## config.mk

```make
export PLATFORM = sky130hd
export DESIGN_NAME = lfsr_sat_counter
export DESIGN_NICKNAME = d
export VERILOG_FILES = /design/src/rtl/lfsr_sat_counter.sv
export SDC_FILE = /design/constraint.sdc
export NUM_CORES = 1
export LEC_CHECK = 0
export ABC_AREA = 1
export BUFFER_PORTS_ARGS = -buffer_cell sky130_fd_sc_hd__buf_2
export CAP_MARGIN = 20
export CORE_MARGIN = 1
export CORE_UTILIZATION = 48
export CTS_CLUSTER_DIAMETER = 60
export DETAILED_ROUTE_END_ITERATION = 10
export GPL_TIMING_DRIVEN = 0
export PLACE_DENSITY = 0.81
export SETUP_SLACK_MARGIN = 0.2
export SLEW_MARGIN = 20
export SYNTH_ARGS = -nofsm -noshare
export SYNTH_HDL_FRONTEND = slang
export SYNTH_SLANG_ARGS = --single-unit
```

## constraint.sdc

```tcl
create_clock -name clk -period 1.75 [get_ports clk]
set_clock_uncertainty 0.2 [all_clocks]
set_input_delay 0.2625 -clock clk [delete_from_list [all_inputs] [get_ports clk]]
set_output_delay 0.2625 -clock clk [all_outputs]
set_load 0.005 [all_outputs]
```

## src/rtl/lfsr_sat_counter.sv

```systemverilog
// Saturating up-counter with synchronous clear; clear has priority over increment.
module lfsr_sat_counter #(
  parameter int unsigned W = 16
) (
  input  logic         clk,
  input  logic         rst,
  input  logic         clr,
  input  logic         inc,
  output logic [W-1:0] count
);

  always_ff @(posedge clk or negedge rst) begin
    if (!rst) begin
      count <= '0;
    end else if (clr) begin
      count <= '0;
    end else if (inc && (count != {W{1'b1}})) begin
      count <= count + 1'b1;
    end
  end

endmodule

```

==> metrics.yaml <==
floorplan:
  dieWidth_um: 48.5
  die_height_um: 48.5
  ios: 20
  start_util_pct: 51.8
  core_sq_mm: 0.00200
  num_rows: 16
  dieArea_sq_mm: 0.00235
setup_path:
  worstPathMaxFanout: 5
  critPathRequiredTime_ps: 1780
  max_stage_delay_ps: 370
  cpMostUsedCell: "nand2_4"
  worst_setup_path_end_kind: "flip-flop"
  path_class: "reg -> reg"
  critPathSlowestCell: "dfrtp_1"
  path_cells: "ha_2, nand2_4, nor2_4, nand2_4, o21ai_4, nand2_4, inv_6, clkbuf_16, nand2_2, nand2_1"
  crit_arrival_ps: 1780
  start_kind: "flip-flop"
global_route:
  grt_pass1_wl_mm: 4.33
  antenna_found_initial: 0
  grt.total_usage_pct: 23.7
  grt_pass1_vias: 996
  grt_max_degree: 17
  grt-ovfl-total: 0
clock_network:
  clockRootBuffer: "clkbuf_4"
  insertion_delay_ps: 290
  path_clk_slew_ps: 100
  clock-sinks: 16
  htreeDepth: 1
  cts_buffer_depth: 2
  cts_tree: "built"
  cts_made_buffers: 3
yosys:
  synth_top_area_share_pct: 38.6
  synth_cell_types: 23
  yosys-top-cells-area: "dfrtp_1 39%, nand2_1 20%, nand3_1 5.8%, nand4_1 5.4%, nor2_1 5.1%"
  syn_avg_cell_area_sq_um: 7.20
  synth_top_area_cell: "dfrtp_1"
  yosysSeqAreaShare_pct: 38.6
  synth_fp_nets: 149
  netlist_instances: 144
  yosysWarnings: 0
  synth_area_sq_mm: 0.00104
  synth-seq-cells: 16
placement:
  place_congestion: 0.882
  place_hpwl_mm: 1.75
  port_buffers: 19
  placed_area_sq_mm: 0.00117
  pre_cts_slack_ps: -120
sta:
  fmax_mhz: 574
  setup_slack_ps: 6.70
  post-route-min-period_ps: 1740
  slew_violations: 0
  setup_viol: 0
  hold_viol: 0
  rsz0062_at_grt: "true"
  fin_crit_sh_pct: 99.6
  max_slew.worst_pin.slew_ps: 470
  maxSlewHeadroom_pct: 68.6
final_layout:
  final.fill_count: 162
  n_antenna_cell: 0
  design_area_sq_mm: 0.00138
  multi_input_area_sq_um: 579
  layout_common_cells: "51 x nand2_1, 19 x buf_2, 14 x dfrtp_1, 14 x buf_4"
  reg.largest.list: "count: 16 flops"
  nNetsFinal: 189
  largest_register_ffs: 16
  top_register: "count"
  seq_area_sq_um: 403
  final_common_cell: "nand2_1"
  syn_to_final_growth_pct: 32.7
  drive_gt1_share_pct: 32.2
hold_path:
  min_path_type: "in -> reg"
route:
  vias: 1111
  drtAntennaViolNets: 0
  vias_per_cell: 5.29
  drc: 0
  dr.pass1.iters: 4
  drtIter0Drc: 41
  wl_mm: 2.72
  routedWlPerCell_um: 13.0
status:
  status: "complete, no violations"
pwr:
  p_leak_uw: 0.000740
  ir_worst_vdd_v: 0.000366
  power_density_mw_per_mm2: 519
job:
  cap_violations: 0
-- cell families (layout without fill, tap and decap cells) --
kind of cell	after synthesis	in the layout	synth area share [%]
compound gates	8	8	5.43
buf+inv	16	55	7.72
flops	16	16	38.6
xor+xnor	5	5	4.22
simple gates	98	98	42.8
fa+ha+maj	1	1	1.21
-- timing repair --
item	in CTS	in global routing
hold endpoints to repair	16	0
pin swaps	4	10
resized for setup	3	9
setup buffers	8	6
hold buffers	1	0
gates cloned	0	1
setup endpoints to repair	16	16
-- cell type report --
cell class | instances | share of cell area (%)
plain buffers | 3 | 2.55
clock buffers | 4 | 2.64
flip-flops and latches | 16 | 29.3
repair buffers | 35 | 17.1
multi-input cells | 112 | 42.1
inverters | 13 | 3.91
well taps | 27 | 2.45
-- metal layers --
metal,vias to the layer above,track usage (%),wire [um]
li1,540,-,-
met1,526,31.6,1160
met2,43,40.4,1400
met3,2,3.14,149
met4,0,6.86,12
met5,-,0,0
-- cells in the mapped netlist --
master	count
nand2_4	2
buf_12	1
o21ai_4	1
inv_2	1
dfrtp_1	16
nor2_1	14
buf_1	1
inv_1	11
ha_1	1
xnor2_1	2
inv_4	1
xor2_1	3
or2_2	1
nor3_1	1
nand2_2	2
nand3_1	12
a21oi_1	1
nor2_4	2
buf_2	1
o21ai_0	4
nand4_1	9
o21bai_1	2
nand2_1	55
-- path summary, 6_finish.rpt --
| check | to | depth (start not counted) | slack, ps | startpoint |
|---|---|---|---|---|
| max | count[13]$_DFFE_PN0P_ | 10 | 7 | count[0]$_DFFE_PN0P_ |
| min | count[4]$_DFFE_PN0P_ | 4 | 40 | clr |
| max reg2reg | count[13]$_DFFE_PN0P_ | 10 | 7 | count[0]$_DFFE_PN0P_ |
| min reg2reg | count[15]$_DFFE_PN0P_ | 2 | 360 | count[15]$_DFFE_PN0P_ |
| max in group asynchronous | count[7]$_DFFE_PN0P_ | 2 | 850 | rst |
| min in group asynchronous | count[14]$_DFFE_PN0P_ | 2 | 210 | rst |
-- worst max-delay path, delay by kind of cell (launching register included) --
kind,cells,cell delay [ps]
buffers and inverters,2,230
AOI/OAI and AO/OA,1,180
adders and majority gates,1,210
and+or+nand+nor,6,490
DFF,1,370
-- power breakdown --
group	total (uW)	switching, uW	internal (uW)
clock	251	124	127
combinational	86.7	47.0	39.7
sequential	376	3.02	373
-- per-stage QoR --
step | instances | hold slack, ps | TNS (ps) | util (%) | total power (uW)
3_3_place_gp | 190 | -9.38 | -539 | 58.4 | 441
6_report | 210 | 43.9 | 0 | 68.8 | 714
3_5_place_dp | 190 | -2.92 | -1070 | 58.4 | 443
5_1_grt | 210 | 72.9 | -711 | 68.8 | 740
2_1_floorplan | 144 | -233 | 0 | - | 418
4_1_cts | 203 | 41.9 | 0 | 64.1 | 704
Note: power is estimated with default switching activity, not from simulation.
